$ cat config.mk
export PLATFORM = sky130hd
export DESIGN_NAME = fetch_stage_flat
export DESIGN_NICKNAME = d
export VERILOG_FILES = /design/src/rtl/fetch_stage_if.sv /design/src/rtl/fetch_stage.sv /design/src/flat_wrapper.sv
export SDC_FILE = /design/constraint.sdc
export NUM_CORES = 1
export LEC_CHECK = 0
export ABC_AREA = 1
export BUFFER_PORTS_ARGS = -buffer_cell sky130_fd_sc_hd__clkbuf_2
export CORE_AREA = 2 2 100 102
export CTS_BUF_LIST = sky130_fd_sc_hd__clkbuf_16
export DETAILED_ROUTE_END_ITERATION = 7
export DIE_AREA = 0 0 102 104
export MAX_ROUTING_LAYER = met4
export PLACE_DENSITY = 0.78
export REMOVE_ABC_BUFFERS = 1
export SLEW_MARGIN = 20
export SYNTH_ARGS = -nofsm -noshare
export SYNTH_HDL_FRONTEND = slang
export SYNTH_SLANG_ARGS = --single-unit
$ cat constraint.sdc
create_clock -name clk -period 1.9 [get_ports clk]
set_input_delay 0.19 -clock clk [delete_from_list [all_inputs] [get_ports clk]]
set_output_delay 0.19 -clock clk [all_outputs]
set_load 0.01 [all_outputs]
$ cat src/rtl/fetch_stage_if.sv
// rtl/fetch_stage_if.sv - instruction-memory and decode-side handshake bundle for fetch_stage
interface fetch_stage_if #(
   parameter int XLEN = 32
);
   logic            imem_req;
   logic [XLEN-1:0] imem_addr;
   logic            imem_gnt;
   logic            imem_rvalid;
   logic [XLEN-1:0] imem_rdata;

   logic            out_valid;
   logic            out_ready;
   logic [XLEN-1:0] out_instr;
   logic [XLEN-1:0] out_pc;
   logic [6:0]      op_code;
   logic            out_misalign;

   modport master (
      output imem_req, imem_addr, out_valid, out_instr, out_pc, op_code, out_misalign,
      input  imem_gnt, imem_rvalid, imem_rdata, out_ready
   );

   modport slave (
      input  imem_req, imem_addr, out_valid, out_instr, out_pc, op_code, out_misalign,
      output imem_gnt, imem_rvalid, imem_rdata, out_ready
   );
endinterface

$ cat src/rtl/fetch_stage.sv
// rtl/fetch_stage.sv - single-outstanding instruction fetch stage with redirect flush
// Optional misaligned-redirect trap build: define FETCH_MISALIGN_TRAP_EN.
module fetch_stage #(
   parameter int              XLEN     = 32,
   parameter logic [XLEN-1:0] RESET_PC = '0
) (
   input  logic            clk,
   input  logic            rst_n,
   input  logic            redirect,
   input  logic [XLEN-1:0] redirect_pc,
   fetch_stage_if.master   bus
);
   typedef enum logic [1:0] {
      S_IDLE = 2'd0,
      S_REQ  = 2'd1,
      S_WAIT = 2'd2,
      S_FULL = 2'd3
   } state_t;

   localparam logic [XLEN-1:0] WORD_MASK = {{(XLEN-2){1'b1}}, 2'b00};
   localparam logic [XLEN-1:0] PC_STEP   = XLEN'(4);

   state_t          state_q, state_d;
   logic [XLEN-1:0] pc_q, pc_d;
   logic            kill_q, kill_d;
   logic [XLEN-1:0] instr_q, instr_d;
   logic [XLEN-1:0] out_pc_q, out_pc_d;
   logic [XLEN-1:0] redirect_target;
   logic            outstanding;

`ifdef FETCH_MISALIGN_TRAP_EN
   logic            mis_q, mis_d;
   logic            redirect_mis;

   assign redirect_target = redirect_pc;
   assign redirect_mis    = |redirect_pc[1:0];
`else
   assign redirect_target = redirect_pc & WORD_MASK;
`endif

   // A request is in flight past this cycle if it was granted now or is still waiting for data.
   assign outstanding = ((state_q == S_WAIT) && !bus.imem_rvalid) ||
                        ((state_q == S_REQ) && bus.imem_gnt);

   always_ff @(posedge clk) begin
      if (!rst_n) begin
         state_q  <= S_IDLE;
         pc_q     <= RESET_PC;
         kill_q   <= 1'b0;
         instr_q  <= '0;
         out_pc_q <= '0;
`ifdef FETCH_MISALIGN_TRAP_EN
         mis_q    <= 1'b0;
`endif
      end else begin
         state_q  <= state_d;
         pc_q     <= pc_d;
         kill_q   <= kill_d;
         instr_q  <= instr_d;
         out_pc_q <= out_pc_d;
`ifdef FETCH_MISALIGN_TRAP_EN
         mis_q    <= mis_d;
`endif
      end
   end

   always_comb begin
      state_d  = state_q;
      pc_d     = pc_q;
      kill_d   = kill_q;
      instr_d  = instr_q;
      out_pc_d = out_pc_q;
`ifdef FETCH_MISALIGN_TRAP_EN
      mis_d    = mis_q;
`endif

      // A trap redirect can leave the killed response to land outside WAIT.
      if (kill_q && bus.imem_rvalid && (state_q != S_WAIT)) begin
         kill_d = 1'b0;
      end

      case (state_q)
         S_IDLE: state_d = S_REQ;
         S_REQ: begin
            if (bus.imem_gnt) begin
               state_d = S_WAIT;
            end
         end
         S_WAIT: begin
            if (bus.imem_rvalid) begin
               if (kill_q) begin
                  kill_d  = 1'b0;
                  state_d = S_REQ;
               end else begin
                  instr_d  = bus.imem_rdata;
                  out_pc_d = pc_q;
                  state_d  = S_FULL;
               end
            end
         end
         S_FULL: begin
            if (bus.out_ready) begin
               pc_d    = pc_q + PC_STEP;
               state_d = S_REQ;
            end
         end
         default: state_d = S_IDLE;
      endcase

      if (redirect) begin
         pc_d    = redirect_target;
         instr_d = instr_q;
         if (outstanding) begin
            kill_d = 1'b1;
         end
         state_d = outstanding ? S_WAIT : S_REQ;
`ifdef FETCH_MISALIGN_TRAP_EN
         mis_d = 1'b0;
         if (redirect_mis) begin
            state_d  = S_FULL;
            instr_d  = '0;
            out_pc_d = redirect_pc;
            mis_d    = 1'b1;
         end
`endif
      end
   end

   assign bus.imem_req  = (state_q == S_REQ);
   assign bus.imem_addr = pc_q & WORD_MASK;
   assign bus.out_valid = (state_q == S_FULL);
   assign bus.out_instr = instr_q;
   assign bus.out_pc    = out_pc_q;
   assign bus.op_code   = instr_q[6:0];
`ifdef FETCH_MISALIGN_TRAP_EN
   assign bus.out_misalign = mis_q;
`else
   assign bus.out_misalign = 1'b0;
`endif
endmodule

$ cat src/flat_wrapper.sv
// flat-port wrapper written by rule: the top's interface ports become plain ports
module fetch_stage_flat 
#(
   parameter int              XLEN     = 32,
   parameter logic [XLEN-1:0] RESET_PC = '0
)
  (clk, rst_n, redirect, redirect_pc, bus_imem_req, bus_imem_addr, bus_out_valid, bus_out_instr, bus_out_pc, bus_op_code, bus_out_misalign, bus_imem_gnt, bus_imem_rvalid, bus_imem_rdata, bus_out_ready);
  fetch_stage_if #(.XLEN(XLEN)) bus_i ();
  input  logic clk;
  input  logic rst_n;
  input  logic redirect;
  input  logic [XLEN-1:0] redirect_pc;
  output wire logic [$bits(bus_i.imem_req)-1:0] bus_imem_req;
  output wire logic [$bits(bus_i.imem_addr)-1:0] bus_imem_addr;
  output wire logic [$bits(bus_i.out_valid)-1:0] bus_out_valid;
  output wire logic [$bits(bus_i.out_instr)-1:0] bus_out_instr;
  output wire logic [$bits(bus_i.out_pc)-1:0] bus_out_pc;
  output wire logic [$bits(bus_i.op_code)-1:0] bus_op_code;
  output wire logic [$bits(bus_i.out_misalign)-1:0] bus_out_misalign;
  input wire logic [$bits(bus_i.imem_gnt)-1:0] bus_imem_gnt;
  input wire logic [$bits(bus_i.imem_rvalid)-1:0] bus_imem_rvalid;
  input wire logic [$bits(bus_i.imem_rdata)-1:0] bus_imem_rdata;
  input wire logic [$bits(bus_i.out_ready)-1:0] bus_out_ready;
  assign bus_imem_req = bus_i.imem_req;
  assign bus_imem_addr = bus_i.imem_addr;
  assign bus_out_valid = bus_i.out_valid;
  assign bus_out_instr = bus_i.out_instr;
  assign bus_out_pc = bus_i.out_pc;
  assign bus_op_code = bus_i.op_code;
  assign bus_out_misalign = bus_i.out_misalign;
  assign bus_i.imem_gnt = bus_imem_gnt;
  assign bus_i.imem_rvalid = bus_imem_rvalid;
  assign bus_i.imem_rdata = bus_imem_rdata;
  assign bus_i.out_ready = bus_out_ready;
  fetch_stage #(.XLEN(XLEN), .RESET_PC(RESET_PC)) u_core (.clk(clk), .rst_n(rst_n), .redirect(redirect), .redirect_pc(redirect_pc), .bus(bus_i));
endmodule
* After elaboration in Yosys (flattened, before gate mapping)
Cells that the tools add are included.
** Word-level totals
- Bits in registers :: 99
- Input port bits :: 70
** Operators by class
- Add/subtract/negate cells :: 1
- Equality and inequality tests :: 7
- Multiplexer cells :: 16
- Bitwise gates (word level) :: 3
- Reduce and logical (&&, ||, !) cells :: 15
** Operators by type and width (number)
- 2-to-1 mux 32 bit :: 3
- adder 32 x 3 -> 32 bit, second input constant :: 1
- 2-to-1 mux 2 bit :: 6
- case mux 2 bit (4 select lines) :: 1
- 2-to-1 mux 1 bit :: 6
- inequality test 3 x 2 -> 1 bit, second input constant :: 2
- AND reduction 3 bit :: 2
- equality test 2 bit, second input constant :: 2
- logical AND 1 bit :: 4
- AND reduction 2 bit :: 2
- AND reduction 4 bit :: 1
- nonzero test 2 bit :: 2
- inequality test 3 bit, second input constant :: 1
- inverter 1 bit :: 3
- equality test 2 x 1 -> 1 bit, second input constant :: 1
- logical NOT 2 bit :: 1
- inequality test 2 bit, second input constant :: 1
- OR reduction 2 bit :: 1
- logical NOT 1 bit :: 1
- logical OR 1 bit :: 1

* Logic depth before layout (Yosys ltp)
Gate-level depths: netlist of run 1.
- Depth in word-level cells :: 8
- Mapped depth :: 10
- Mapped depth without buffers :: 10

* Worst setup path after synthesis of run 1
OpenSTA, ideal clock, no wires.
- Path type :: register -> register
- Start point :: register u_core.pc_q[3]
- End point :: register u_core.pc_q[22]
- Library setup time :: 130 ps
- Arrival time :: 1358 ps
- Required time :: 1770 ps
- Path slack :: 412 ps
- Cell stages (with the launch flop) :: 9
- Path buffers :: 0
- Clock period less this slack :: 1488 ps
- Cell sequence :: dfxtp_1 -> ha_1 -> nand2_1 -> nor2_4 -> nand2_4 -> nor2_8 -> nand3_1 -> a31oi_1 -> nor2_1
** On the way
- Word-level cells in the longest chain between the ends :: 4
** Ends and longest elaborated chain
- start, declared :: RTL line fetch_stage.sv:24 : logic [XLEN-1:0] pc_q, pc_d;
- start signal, assigned :: RTL line fetch_stage.sv:57 : pc_q <= pc_d;
- adder 32 x 3 -> 32 bit :: RTL line fetch_stage.sv:103 : pc_d = pc_q + PC_STEP;
- 2-to-1 mux 32 bit :: RTL line fetch_stage.sv:102 : if (bus.out_ready) begin
- 2-to-1 mux 32 bit :: RTL line fetch_stage.sv:82 : case (state_q)
- 2-to-1 mux 32 bit :: RTL line fetch_stage.sv:110 : if (redirect) begin
No other way between the ends. The select of a mux whose other input is x is not followed.
A chain may end at the register's enable or synchronous reset.

* Worst setup path in the final report of run 1
- Start point :: register u_core.state_q[0]
- End point :: register u_core.pc_q[16]
** On the way
- Word-level cells in the longest chain between the ends :: 3
** Ends and longest elaborated chain
- start, declared :: RTL line fetch_stage.sv:23 : state_t state_q, state_d;
- start signal, assigned :: RTL line fetch_stage.sv:56 : state_q <= state_d;
- equality test 2 bit :: RTL line fetch_stage.sv:82
- nonzero test 2 bit (no source line)
- AND reduction 2 bit (no source line)
No other way between the ends.

==> results of run 1 <==
per-stage QoR:
| stage | power [uW] | util, % | hold slack, ps |
|---|---|---|---|
| 2_1_floorplan | 2508 | - | 324.9 |
| 3_3_place_gp | 2798 | 56.93 | 412.8 |
| 3_5_place_dp | 2819 | 56.93 | 418.6 |
| 4_1_cts | 4679 | 60.10 | 61.76 |
| 5_1_grt | 4857 | 60.10 | 74.16 |
| 6_report | 4638 | 60.10 | 71.72 |
sequential cells by signal, summed over array words and instances, names as in the netlist:
register              flops
u_core.bus.out_instr     32
u_core.bus.out_pc        30
u_core.pc_q              30
u_core.state_q            2
u_core.kill_q             1
critical path, stage by stage, from the launching register on:
cell      delay (ps)
dfxtp_1          390
ha_1             240
nand2_2          130
inv_2            160
nor2_4            50
inv_2            220
o21ai_0          120
o21bai_1         160
a21oi_1          120
worst paths after layout:
path / end
setup reg to reg: u_core.pc_q[16]
hold reg to reg: u_core.bus.out_pc[20]
setup / recovery: u_core.pc_q[16]
hold / removal: u_core.bus.out_instr[8]
power by group through the flow:
stage | Clock, uW | Combinational, uW | Sequential [uW]
2_1_floorplan | 0 | 246 | 2260
3_3_place_gp | 0 | 568 | 2230
3_5_place_dp | 0 | 583 | 2240
4_1_cts | 1900 | 586 | 2190
5_1_grt | 2000 | 653 | 2210
6_report | 1860 | 583 | 2190
cells in the mapped netlist (2+ instances only):
cell / count
a21oi_1: 37
nor3_2: 2
a21oi_2: 4
clkbuf_1: 12
nand4_1: 4
nor2_4: 10
a211oi_1: 2
buf_4: 13
nor2_2: 7
a22oi_1: 2
o21ai_1: 8
ha_1: 4
nand2_2: 3
nor3b_1: 2
a31oi_1: 8
buf_2: 15
inv_1: 48
dfxtp_1: 95
a22o_1: 5
nand2_1: 106
nand3_1: 27
o21bai_1: 2
xnor2_1: 2
inv_2: 5
o21ai_0: 78
nor2_1: 124
xor2_1: 6
final cells by class:
type                    instances  area share (%)
inverters                      54           3.532
multi-input cells             454           38.81
well taps                     133           2.900
clock inverters                 6           1.352
clock buffers                   9           3.924
repair buffers                181           16.35
flip-flops and latches         95           33.14
cells by family after synthesis:
logic type,count (synthesis)
and+or+nand+nor,288
AOI/OAI and AO/OA,149
buffers and inverters,95
DFF,95
xor gates and xnor gates,8
adders and majority gates,4
other,1
layout by cell type, fill, tap and decap left out, types with 2 or more instances in the layout:
| master | Yosys | final |
|---|---|---|
| a211oi_1 | 2 | 2 |
| a21oi_1 | 37 | 37 |
| a21oi_2 | 4 | 4 |
| a22o_1 | 5 | 5 |
| a22oi_1 | 2 | 2 |
| a31oi_1 | 8 | 8 |
| buf_4 | 13 | 13 |
| bufinv_16 | 0 | 2 |
| clkbuf_16 | 0 | 9 |
| clkbuf_2 | 0 | 168 |
| clkinv_1 | 1 | 2 |
| clkinv_2 | 0 | 2 |
| conb_1 | 1 | 5 |
| dfxtp_1 | 95 | 95 |
| ha_1 | 4 | 4 |
| inv_1 | 48 | 49 |
| inv_2 | 5 | 5 |
| nand2_1 | 106 | 106 |
| nand2_2 | 3 | 3 |
| nand3_1 | 27 | 27 |
| nand4_1 | 4 | 4 |
| nor2_1 | 124 | 124 |
| nor2_2 | 7 | 7 |
| nor2_4 | 10 | 10 |
| nor3b_1 | 2 | 2 |
| o21ai_0 | 78 | 78 |
| o21ai_1 | 8 | 8 |
| o21bai_1 | 2 | 2 |
| xnor2_1 | 2 | 2 |
| xor2_1 | 6 | 6 |
layer usage:
metal,track usage (%),up-vias
met4,9.048,0
met3,6.317,20
met2,39.76,226
met5,-,-
met1,31.27,2115
li1,-,2359
==> impl_metrics.csv, run 1 <==
group,metric,value,unit
die,initial_core_util,47.46,%
critical_path,cp.arrival,1930,ps
die,die_h,104,um
clock_network,cts_buffers,9,
power_and_ir_drop,seq_power_share,47.3,%
route,top_layer,"met4",
power_and_ir_drop,p_leak,0.002771,uW
synthesis,netlist_top_cells_area,"dfxtp_1 (42%), nor2_1 (10%), nand2_1 (8.8%)",
hold_path,min_path_cells,3,
route,ant_nets,0,
placed_design,pre_cts_ws,248.5,ps
placed_design,place_hpwl,9564,um
die,rows,36,
critical_path,timing.rr.start,"u_core.state_q[0]",
synthesis,yosysSeqAreaShare,41.97,%
clock_network,root_buffer,"clkbuf_16",
route,drtPass1Iterations,5,
die,dieArea,10610,sq um
final_layout,num_antenna_cells,0,
power_and_ir_drop,cellPowerDensity,808.2,nW/um^2
critical_path,critPathLaunch,"u_core.state_q[0]",
global_route,grt_pass1_vias,4373,
global_route,grt_max_degree,40,
power_and_ir_drop,swShare,25.37,%
synthesis,postSynthCellCount,640,
clock_network,ctsHtreeMaxLevel,3,
clock_network,cts_resized,0,
synthesis,synth-edff-count,0,
synthesis,synthFlopType,"dfxtp_1",
synthesis,synth_compound_area_share,17.92,%
timing,slew_violations,0,
final_layout,fill_cells,901,
critical_path,path_max_fanout,14,
final_layout,area_growth,26.64,%
final_layout,drive_above_1_share,28.41,%
synthesis,synth_fa_ha_area_share,1.104,%
final_layout,final-seq-area,1902,sq um
timing,clock_skew,7.604,ps
clock_network,cts_tree,"done",
final_layout,final_nets,869,
die,core_area,9549,sq um
route,wl_met2,6001,um
global_route,gr-usage-all-layers,25.24,%
die,fp.dieW,102,um
global_route,antenna_found_initial,0,
timing,finalHoldViolCount,0,
final_layout,stdcell_count,932,
timing,layout_setup_ws,238.8,ps
timing,period_minus_slack,1661,ps
route,wl_met1,5508,um
synthesis,synth_top_family_by_area,"simple AND/OR/NAND/NOR gates",
critical_path,startpoint_type,"flop",
synthesis,synth-seq-cells,95,
power_and_ir_drop,internal-power,3462,uW
clock_network,cts_setup_buffers,0,
timing,rsz0062_at_grt,"no",
power_and_ir_drop,power_frac_clock,40.1,%
route,wl_per_cell,13.91,um
clock_network,clock_path_buffers,2,
synthesis,yosys_warnings,0,
clock_network,cts.sinks,95,
timing,timing.setup.tns,0,ps
power_and_ir_drop,ir_worst_vdd,0.4167,mV
global_route,grt_overflow,0,
critical_path,cp_data_required_time,2170,ps
route,viasPerCell,5.064,
placed_design,gp_congestion,0.9199,
route,vias,4720,
synthesis,syn_avg_cell_area,7.081,sq um
clock_network,clk-insertion-delay-late,340,ps
placed_design,place_inst,917,
die,io_pins,176,
hold_path,hold_class,"input port to flop",
synthesis,ys_types,36,
synthesis,netlist_area,4532,sq um
synthesis,synth-async-reset-ratio,0,%
final_layout,multi_input_area,2227,sq um
critical_path,reg2regPathDepth,8,
clock_network,clk_pin_slew_worst_paths,60,ps
route,wl,12960,um
power_and_ir_drop,switching_power,1177,uW
critical_path,r2r_slack,240,ps
timing,post-route-period-util,87.43,%
final_layout,fin_area,5739,sq um
timing,max_freq,0.6020,GHz
timing,finalSetupViolCount,0,
route,drcViolationCount,0,
flow_run,max_cap_viol_count,0,
synthesis,synth_simple_gate_area_share,28.02,%
critical_path,critical_path.endpoint_type,"flop",
route,wl_met3,1203,um
critical_path,criticalPathCategory,"flop to flop",
synthesis,yosys.area.top_type_share,41.97,%
power_and_ir_drop,pwr-share-comb,12.6,%
clock_network,holdBufCountCts,0,
synthesis,synth-xor-area-share,1.546,%
placed_design,portBuffers,168,
route,drt_iter0_drc,257,
placed_design,place_area,5436,sq um
synthesis,muxShareOfSynthArea,0,%
global_route,grt_first_pass_wirelength,20770,um
hold_path,hp-start,"bus_imem_rdata[8]",
synthesis,yosysTopAreaCell,"dfxtp_1",
outcome,status,"finished, final reports clean",
Note: power is estimated with default switching activity, not from simulation.
==> run 2, diff against run 1 <==
--- a/config.mk
+++ b/config.mk
@@ -7,12 +7,12 @@
 export LEC_CHECK = 0
 export ABC_AREA = 1
 export BUFFER_PORTS_ARGS = -buffer_cell sky130_fd_sc_hd__clkbuf_2
-export CORE_AREA = 2 2 100 102
+export CORE_AREA = 2 2 105 107
 export CTS_BUF_LIST = sky130_fd_sc_hd__clkbuf_16
 export DETAILED_ROUTE_END_ITERATION = 7
-export DIE_AREA = 0 0 102 104
+export DIE_AREA = 0 0 107 109
 export MAX_ROUTING_LAYER = met4
-export PLACE_DENSITY = 0.78
+export PLACE_DENSITY = 0.75
 export REMOVE_ABC_BUFFERS = 1
 export SLEW_MARGIN = 20
 export SYNTH_ARGS = -nofsm -noshare
==> constraint.sdc (replaced) <==
create_clock -name clk -period 1.35 [get_ports clk]
set_input_delay 0.0675 -clock clk [delete_from_list [all_inputs] [get_ports clk]]
set_output_delay 0.0675 -clock clk [all_outputs]
set_load 0.01 [all_outputs]
==> run 2 against run 1 <==
Net effect: the run now ends with negative setup slack left; sequential power increased by 41%; cell area is 30% higher; register-to-register slack got worse by 490 ps; sequential cell count did not move; non-clock buffer count is 120 higher; critical path depth rose by 3; critical path type unchanged.
==> impl_metrics.csv, run 2 (synthesized netlist as in run 1, its figures left out) <==
group,metric,value,unit
timing,timing.setup.tns,-12370,ps
global_route,gr-usage-all-layers,26.74,%
clock_network,cts.sinks,95,
route,drt_iter0_drc,302,
power_and_ir_drop,swShare,27.13,%
critical_path,path_max_fanout,5,
timing,rsz0062_at_grt,"yes",
route,ant_nets,0,
power_and_ir_drop,internal-power,5211,uW
power_and_ir_drop,cellPowerDensity,957.5,nW/um^2
timing,finalSetupViolCount,93,
die,dieArea,11660,sq um
placed_design,portBuffers,168,
critical_path,startpoint_type,"flop",
clock_network,clock_path_buffers,2,
clock_network,root_buffer,"clkbuf_16",
critical_path,criticalPathCategory,"flop to flop",
placed_design,place_area,5906,sq um
final_layout,layout_common_cells,"clkbuf_2 (168), nand2_1 (97), nor2_1 (88)",
route,drtPass1Iterations,5,
hold_path,hold_class,"input port to flop",
outcome,violations,"negative setup slack",
final_layout,largest_reg_flops,32,
route,viasPerCell,5.216,
final_layout,fin_area,7468,sq um
die,fp.dieW,107,um
power_and_ir_drop,switching_power,1940,uW
timing,clock_skew,9.278,ps
global_route,grt_pass1_vias,5087,
clock_network,clk_pin_slew_worst_paths,60,ps
clock_network,cts_tree,"done",
timing,slew_violations,0,
die,rows,38,
final_layout,final_nets,990,
die,core_area,10600,sq um
timing,period_minus_slack,1603,ps
outcome,status,"finished, violations left",
timing,post-route-period-util,118.7,%
power_and_ir_drop,power_frac_clock,37.8,%
final_layout,final_common_cell,"clkbuf_2",
placed_design,place_hpwl,10120,um
route,vias,5534,
final_layout,area_growth,64.80,%
power_and_ir_drop,p_leak,0.003501,uW
die,io_pins,176,
global_route,antenna_found_initial,0,
critical_path,cp_data_required_time,1580,ps
critical_path,reg2regPathDepth,11,
timing,finalHoldViolCount,0,
placed_design,pre_cts_ws,-217.9,ps
final_layout,num_antenna_cells,0,
final_layout,drive_above_1_share,44.08,%
die,initial_core_util,42.74,%
clock_network,clk-insertion-delay-late,340,ps
critical_path,cp.arrival,1830,ps
hold_path,min_path_cells,3,
route,drcViolationCount,0,
timing,max_freq,0.6240,GHz
power_and_ir_drop,power,7151,uW
clock_network,ctsHtreeMaxLevel,3,
route,wl_per_cell,16.39,um
global_route,grt_max_degree,51,
global_route,grt_overflow,0,
power_and_ir_drop,pwr-share-comb,19.1,%
placed_design,gp_congestion,0.9308,
power_and_ir_drop,ir_worst_vdd,0.5624,mV
global_route,grt_first_pass_wirelength,23980,um
critical_path,critical_path.endpoint_type,"flop",
flow_run,max_cap_viol_count,0,
die,die_h,109,um
clock_network,cts_buffers,9,
timing,layout_setup_ws,-252.6,ps
final_layout,fill_cells,772,
power_and_ir_drop,seq_power_share,43.0,%
route,wl,17400,um
## run 2: critical path: stages, from the launching register on
cell	delay, ps
dfxtp_4	360
inv_4	60
ha_4	130
inv_4	40
nor3_4	170
inv_2	70
nor2_4	120
buf_12	150
inv_8	50
clkbuf_16	160
nor2_4	100
nor2_2	50
## run 2: worst paths after layout
kind / slack [ps] / to / startpoint
worst max-delay path: -250 / u_core.bus.out_instr[0] / u_core.state_q[0]
worst min-delay path: 10 / u_core.pc_q[6] / redirect_pc[6]
worst max register to register: -250 / u_core.bus.out_instr[0] / u_core.state_q[0]
worst min register to register: 500 / u_core.bus.out_instr[12] / u_core.bus.out_instr[12]
## run 2: through the flow
step	utilization, %	hold WS (ps)	std cells
2_1_floorplan	-	202.4	603
3_3_place_gp	55.70	288.7	982
3_5_place_dp	55.70	298.6	982
4_1_cts	63.43	7.356	1039
5_1_grt	70.44	6.632	1061
6_report	70.44	13.52	1061
## run 2: area by class of cell
type	instances	area (sq um)	area share, %
inverters	54	225.2	3.016
flip-flops and latches	95	1944	26.03
well taps	140	175.2	2.345
clock inverters	7	87.58	1.173
multi-input cells	454	2643	35.38
repair buffers	301	2157	28.88
clock buffers	9	225.2	3.016
repair inverters	1	11.26	0.1508
## run 2: per-layer routing
layer  part of all wire [%]  vias to the layer above  global-route usage [%]
met5                      0                        -                       -
met4                    3.3                        0                   11.50
met3                    8.3                       50                   4.901
met2                     50                      295                   45.00
met1                     39                     2573                   31.48
li1                       -                     2616                       -
## run 2: what timing repair did
| action | CTS | global route |
|---|---|---|
| resized for setup | 40 | 153 |
| hold buffers | 38 | 0 |
| pin swaps | 12 | 41 |
| gates cloned | 0 | 10 |
| setup buffers | 3 | 13 |
| hold endpoints to repair | 38 | 0 |
| endpoints found under the setup margin | 95 | 95 |
## run 2: power groups by stage
stage	clock network [uW]	logic [uW]	registers (uW)
after global routing	2860	1480	3090
after detailed placement	0	1010	3110
after floorplan	0	346	3180
after global placement	0	1000	3110
final	2710	1370	3080
after CTS	2750	1130	3060
